==> src/rtl/speed_uart_tx_if.sv <==
// Result bus from the speed-measurement datapath: one speed value qualified
// by a single-cycle done strobe.
interface speed_uart_tx_if #(
  parameter int WIDTH_SPEED = 14
);
  logic [WIDTH_SPEED-1:0] speed;
  logic                   done;

  modport master (output speed, output done);
  modport slave  (input  speed, input  done);
endinterface

==> src/rtl/speed_uart_tx.sv <==
// Converts each accepted speed result to five ASCII decimal digits plus CR LF
// and shifts the 7-byte record out on an 8N1 UART line.
module speed_uart_tx #(
  parameter int WIDTH_SPEED = 14,
  parameter int SYS_FREQ    = 50000000,
  parameter int BAUD        = 115200
) (
  input  logic                   clk,
  input  logic                   reset_n,
  speed_uart_tx_if.slave         res_if,
  output logic                   tx_o,
  output logic                   busy_o,
  output logic                   overrun_o
);

  localparam int CLKS_PER_BIT = SYS_FREQ / BAUD;
  localparam int BAUD_W       = (CLKS_PER_BIT > 1) ? $clog2(CLKS_PER_BIT) : 1;
  localparam logic [BAUD_W-1:0] BAUD_LAST = BAUD_W'(CLKS_PER_BIT - 1);
  localparam logic [4:0]        CNT_INIT  = 5'(WIDTH_SPEED);

  typedef enum logic [1:0] {IDLE, CONV, SEND} state_e;

  state_e                 state_q, state_d;
  logic [WIDTH_SPEED-1:0] shift_q, shift_d;
  logic [19:0]            bcd_q, bcd_d;
  logic [4:0]             cnt_q, cnt_d;
  logic [2:0]             byte_q, byte_d;
  logic [3:0]             bit_q, bit_d;
  logic [BAUD_W-1:0]      baud_q, baud_d;
  logic                   tx_q, tx_d;
  logic                   busy_q, busy_d;
  logic                   overrun_q, overrun_d;

  logic [19+WIDTH_SPEED:0] dabble;
  logic [7:0]              curByte;
  logic [15:0]             frame;

  // One double-dabble step: add 3 to every BCD nibble >= 5, then shift left.
  always_comb begin
    dabble = {bcd_q, shift_q};
    for (int i = 0; i < 5; i++) begin
      if (dabble[WIDTH_SPEED+4*i +: 4] >= 4'd5) begin
        dabble[WIDTH_SPEED+4*i +: 4] = dabble[WIDTH_SPEED+4*i +: 4] + 4'd3;
      end
    end
    dabble = dabble << 1;
  end

  always_comb begin
    case (byte_q)
      3'd0:    curByte = 8'h30 + {4'h0, bcd_q[19:16]};
      3'd1:    curByte = 8'h30 + {4'h0, bcd_q[15:12]};
      3'd2:    curByte = 8'h30 + {4'h0, bcd_q[11:8]};
      3'd3:    curByte = 8'h30 + {4'h0, bcd_q[7:4]};
      3'd4:    curByte = 8'h30 + {4'h0, bcd_q[3:0]};
      3'd5:    curByte = 8'h0D;
      default: curByte = 8'h0A;
    endcase
  end

  // Bit index 0 is the start bit, 1..8 data LSB first, 9 stop; index 10 is a
  // one-cycle tail so the registered stop bit is held for its full period.
  assign frame = {7'h7F, curByte, 1'b0};

  always_comb begin
    state_d   = state_q;
    shift_d   = shift_q;
    bcd_d     = bcd_q;
    cnt_d     = cnt_q;
    byte_d    = byte_q;
    bit_d     = bit_q;
    baud_d    = baud_q;
    tx_d      = 1'b1;
    overrun_d = res_if.done && (state_q != IDLE);

    case (state_q)
      IDLE: begin
        if (res_if.done) begin
          state_d = CONV;
          shift_d = res_if.speed;
          bcd_d   = '0;
          cnt_d   = CNT_INIT;
        end
      end
      CONV: begin
        {bcd_d, shift_d} = dabble;
        cnt_d = cnt_q - 5'd1;
        if (cnt_q == 5'd1) begin
          state_d = SEND;
          byte_d  = '0;
          bit_d   = '0;
          baud_d  = '0;
        end
      end
      SEND: begin
        tx_d = frame[bit_q];
        if (bit_q == 4'd10) begin
          state_d = IDLE;
        end else if (baud_q == BAUD_LAST) begin
          baud_d = '0;
          if (bit_q == 4'd9 && byte_q != 3'd6) begin
            bit_d  = '0;
            byte_d = byte_q + 3'd1;
          end else begin
            bit_d = bit_q + 4'd1;
          end
        end else begin
          baud_d = baud_q + 1'b1;
        end
      end
      default: state_d = IDLE;
    endcase

    busy_d = (state_d != IDLE);
  end

  always_ff @(posedge clk or negedge reset_n) begin
    if (!reset_n) begin
      state_q   <= IDLE;
      shift_q   <= '0;
      bcd_q     <= '0;
      cnt_q     <= '0;
      byte_q    <= '0;
      bit_q     <= '0;
      baud_q    <= '0;
      tx_q      <= 1'b1;
      busy_q    <= 1'b0;
      overrun_q <= 1'b0;
    end else begin
      state_q   <= state_d;
      shift_q   <= shift_d;
      bcd_q     <= bcd_d;
      cnt_q     <= cnt_d;
      byte_q    <= byte_d;
      bit_q     <= bit_d;
      baud_q    <= baud_d;
      tx_q      <= tx_d;
      busy_q    <= busy_d;
      overrun_q <= overrun_d;
    end
  end

  assign tx_o      = tx_q;
  assign busy_o    = busy_q;
  assign overrun_o = overrun_q;

endmodule

==> src/flat_wrapper.sv <==
// flat-port wrapper written by rule: the top's interface ports become plain ports
module speed_uart_tx_flat 
#(
  parameter int WIDTH_SPEED = 14,
  parameter int SYS_FREQ    = 50000000,
  parameter int BAUD        = 115200
)
  (clk, reset_n, tx_o, busy_o, overrun_o, res_if_speed, res_if_done);
  speed_uart_tx_if #(.WIDTH_SPEED(WIDTH_SPEED)) res_if_i ();
  input  logic clk;
  input  logic reset_n;
  output logic tx_o;
  output logic busy_o;
  output logic overrun_o;
  input wire logic [$bits(res_if_i.speed)-1:0] res_if_speed;
  input wire logic [$bits(res_if_i.done)-1:0] res_if_done;
  assign res_if_i.speed = res_if_speed;
  assign res_if_i.done = res_if_done;
  speed_uart_tx #(.WIDTH_SPEED(WIDTH_SPEED), .SYS_FREQ(SYS_FREQ), .BAUD(BAUD)) u_core (.clk(clk), .reset_n(reset_n), .res_if(res_if_i), .tx_o(tx_o), .busy_o(busy_o), .overrun_o(overrun_o));
endmodule
==> config.mk <==
export PLATFORM = sky130hd
export DESIGN_NAME = speed_uart_tx_flat
export DESIGN_NICKNAME = d
export VERILOG_FILES = /design/src/rtl/speed_uart_tx_if.sv /design/src/rtl/speed_uart_tx.sv /design/src/flat_wrapper.sv
export SDC_FILE = /design/constraint.sdc
export NUM_CORES = 1
export LEC_CHECK = 0
export ABC_AREA = 1
export CAP_MARGIN = 20
export CORE_MARGIN = 4
export CORE_UTILIZATION = 35
export DETAILED_ROUTE_END_ITERATION = 10
export GPL_TIMING_DRIVEN = 0
export SETUP_SLACK_MARGIN = 0.05
export SYNTH_ARGS = -nofsm -noshare
export SYNTH_HDL_FRONTEND = slang
export SYNTH_SLANG_ARGS = --single-unit
==> constraint.sdc <==
create_clock -name clk -period 1.7 [get_ports clk]
set_input_delay 0.255 -clock clk [delete_from_list [all_inputs] [get_ports clk]]
set_output_delay 0.255 -clock clk [all_outputs]
set_load 0.005 [all_outputs]
==> summary.md <==
| Metric | Value |
|---|---|
| Clk pwr share | 23.8% |
| Util after Layout | 43.5% |
| Via count | 3128 |
| Share of cells above drive strength 1 | 15.3% |
| GRT busiest layer | met2 |
| Area grow syn2layout | 21.7% |
| Fmax | 0.599 GHz |
| Drt pass-1 iters | 4 |
| Post-Route WL | 8.27 mm |
| GR Overflow Total | 0 |
| Post-synth ARST share | 100% |
| Std cell rows | 37 |
| CP Launch Type | flop |
| EDFF count, synth | 0 |
| Worst-Margin Slew | 0.802 ns |
| Final setup fails | 0 |
| Antenna-violating nets left | 0 |
| Port buffer count | 19 |
| Synth Net Count | 495 |
| Flop and latch count out of synthesis | 60 |
| Initial core utilization | 35.8% |
| CTS clk-pin slew, worst paths | 0.07 ns |
| Max FO, Critical Path | 7 |
| Logic pwr share | 42.6% |
| Area post-placement | 0.00402 mm² |
| Mapped Area | 0.00366 mm² |
| Hold_buf cts | 0 |
| M2 GR Usage | 25.5% |
| Sequential element share of the synthesized area | 41.1% |
| Internal power | 3760 µW |
| Critical Path RT | 1.92 ns |
| Met1 Use GR | 17.3% |
| Peak VDD IR | 0.800 mV |
| Wire per inst | 13.0 µm |
| Hpwl dp | 5.69 mm |
| Critical path type | reg -> reg |
| Sequential share of power | 33.6% |
| Max Clock Skew | 0.0133 ns |
| Number of buffers created by CTS | 9 |
| TritonCTS clock tree | built |
| Nets | 538 |
| Nature of the critical path endpoint | flop |
| Avg Cell Area, Syn | 8.11 µm² |
| Drt initial violations | 168 |
| Synth Instances | 451 |
| Power Density | 1360 mW/mm² |
| Net switching fraction of the power | 37.8% |
| RD Place Congestion | 0.855 |
| Total of fill cells in the finished design | 1000 |
| Max Root-Sink Buffers | 2 |
| Htree depth | 3 |
| Min-delay worst type | in -> async |
| Fin area | 0.00446 mm² |
| # diodes | 0 |
| Clk_lat worst skew | 0.34 ns |
| WP data arrival | 1.89 ns |
| Net Sw Power | 2290 µW |
| Final worst path period need | 1.67 ns |
| Post-synth cell types | 42 |
| Synthesis Warnings | 0 |
| Initial antenna violation count | 0 |
| Slew Viols, Final | 0 |
| Chip Width | 110 µm |
| Chip Height | 110 µm |
| M3 GR Usage | 3.73% |
| Unrepaired setup endpoints after global routing | yes |
| Core area | 0.0102 mm² |
| Outcome | finished clean |
| Clk sinks | 60 |
| Max-cap violations | 0 |
| Hold Vio Cnt, Final | 0 |
| Final period utilization | 98.1% |
| First-pass GRT wire length | 13.8 mm |
| WHS | 0.0117 ns |
| Post-DR vias/cell | 4.93 |
| IO Count | 20 |
| All-Layer GR Usage | 14.4% |
| Worst rel slew slack | 46.5% |
| LEAKAGE | 0.00205 µW |
| Synth Flop Type | dfrtp_1 |
| DRC | 0 |
| Vias in the first global route | 3079 |
| Root Buffer | clkbuf_8 |
| Die area | 0.0122 mm² |
| Largest net degree at the start of global routing | 61 |
==> critical path: stages (launching register included) <==
cell        delay (ns)
dfrtp_2           0.44
buf_6             0.13
ha_4              0.18
buf_8             0.14
nand2_4           0.12
clkinvlp_4        0.14
buf_4             0.17
a32o_1            0.25
==> per-stage QoR <==
stage | std cells | TNS, ns | setup slack (ns) | power, µW
after detailed placement | 606 | -3.07 | -0.143 | 4180
after CTS | 628 | 0 | 0.0315 | 5790
after floorplan | 451 | 0 | 0.203 | 3570
after global routing | 634 | -0.112 | -0.0393 | 6490
final | 634 | 0 | 0.0315 | 6050
after global placement | 606 | -106.73 | -1.75 | 4120
==> cells in the mapped netlist (3+ instances only) <==
library cell	count	area [µm²]
nand2_2	5	31.3
a31oi_1	13	81.3
o21ai_0	24	120
xor2_1	9	78.8
a32o_1	4	40.0
inv_1	53	199
nand2_1	105	394
o32ai_1	3	26.3
nor2_1	36	135
buf_2	5	25.0
nand4_1	4	25.0
dfrtp_1	59	1480
a21oi_1	10	50.1
buf_6	4	45.0
o22ai_1	11	68.8
o21ai_1	7	35.0
nand3_1	36	180
nor3_1	4	20.0
inv_2	3	11.3
ha_1	27	338
==> routing by layer <==
| metal | part of all wire, % | up-vias |
|---|---|---|
| met3 | 2.7 | 12 |
| met2 | 50 | 38 |
| met1 | 46 | 1499 |
| li1 | - | 1579 |
| met5 | 0 | - |
| met4 | 1.4 | 0 |
==> power groups by stage <==
| stage | Combinational [µW] | Sequential (µW) | Clock (µW) |
|---|---|---|---|
| 6_report | 2570 | 2030 | 1440 |
| 5_1_grt | 2870 | 2080 | 1540 |
| 4_1_cts | 2300 | 2030 | 1470 |
| 3_5_place_dp | 2120 | 2050 | 0 |
| 3_3_place_gp | 2080 | 2040 | 0 |
| 2_1_floorplan | 1580 | 1980 | 0 |
==> what timing repair did <==
action                     CTS  global route
buffers inserted             7             5
gates cloned                 0             1
resized for setup            8            27
pin swaps                    1             6
setup endpoints to repair   43            49
==> flip-flops by register name, summed over array words and instances (netlist names) <==
register	flops
u_core.busy_o	1
u_core.baud_q	9
u_core.overrun_o	1
u_core.bit_q	4
u_core.bcd_q	20
u_core.shift_q	14
u_core.state_q	2
u_core.cnt_q	5
u_core.tx_o	1
u_core.byte_q	3
==> final timing paths <==
kind,end,cells past startpoint,from,slack (ns)
setup / recovery,u_core.bcd_q[2]$_DFFE_PN0P_,7,u_core.state_q[0]$_DFF_PN0_,0.03
hold / removal,u_core.bcd_q[9]$_DFFE_PN0P_,1,reset_n,0.01
setup reg to reg,u_core.bcd_q[2]$_DFFE_PN0P_,7,u_core.state_q[0]$_DFF_PN0_,0.03
hold reg to reg,u_core.bcd_q[0]$_DFFE_PN0P_,2,u_core.shift_q[13]$_DFFE_PN0P_,0.51
max in group asynchronous,u_core.state_q[0]$_DFF_PN0_,1,reset_n,1.12
min in group clk,u_core.shift_q[4]$_DFFE_PN0P_,3,res_if_speed[4],0.48
==> layout make-up <==
cell class	count	area [µm²]	share of cell area, %
Multi-Input combinational cell	321	1900	42.7
Tap cell	136	170	3.82
Buffer	12	110	2.47
Clock buffer	11	141	3.17
Timing Repair Buffer	32	319	7.16
Sequential cell	60	1510	33.8
Clock inverter	4	73.8	1.66
Inverter	58	233	5.22
==> cells in the final DEF, fill, tap and decap left out, types with 11 or more instances in the layout <==
cell type,instances
o22ai_1,11
nand2_1,103
o21ai_0,19
o21ai_1,12
nor2_1,36
clkdlybuf4s50_1,18
nand3_1,36
a31oi_1,13
inv_1,49
dfrtp_1,57
buf_4,15
ha_1,23
==> cells by family (layout without fill, tap and decap cells) <==
family                   Yosys count  count (layout)  synth area share, %
XOR/XNOR                           9               9                 2.15
adder cells (fa/ha/maj)           27              27                 9.23
flip-flops                        60              60                 41.1
buffers and inverters             70             117                 8.51
AO/OA/AOI/OAI                     80              80                 13.3
multiplexers                       1               1                0.274
AND/OR/NAND/NOR                  204             204                 25.5
Power figures use the tool's default switching activity.
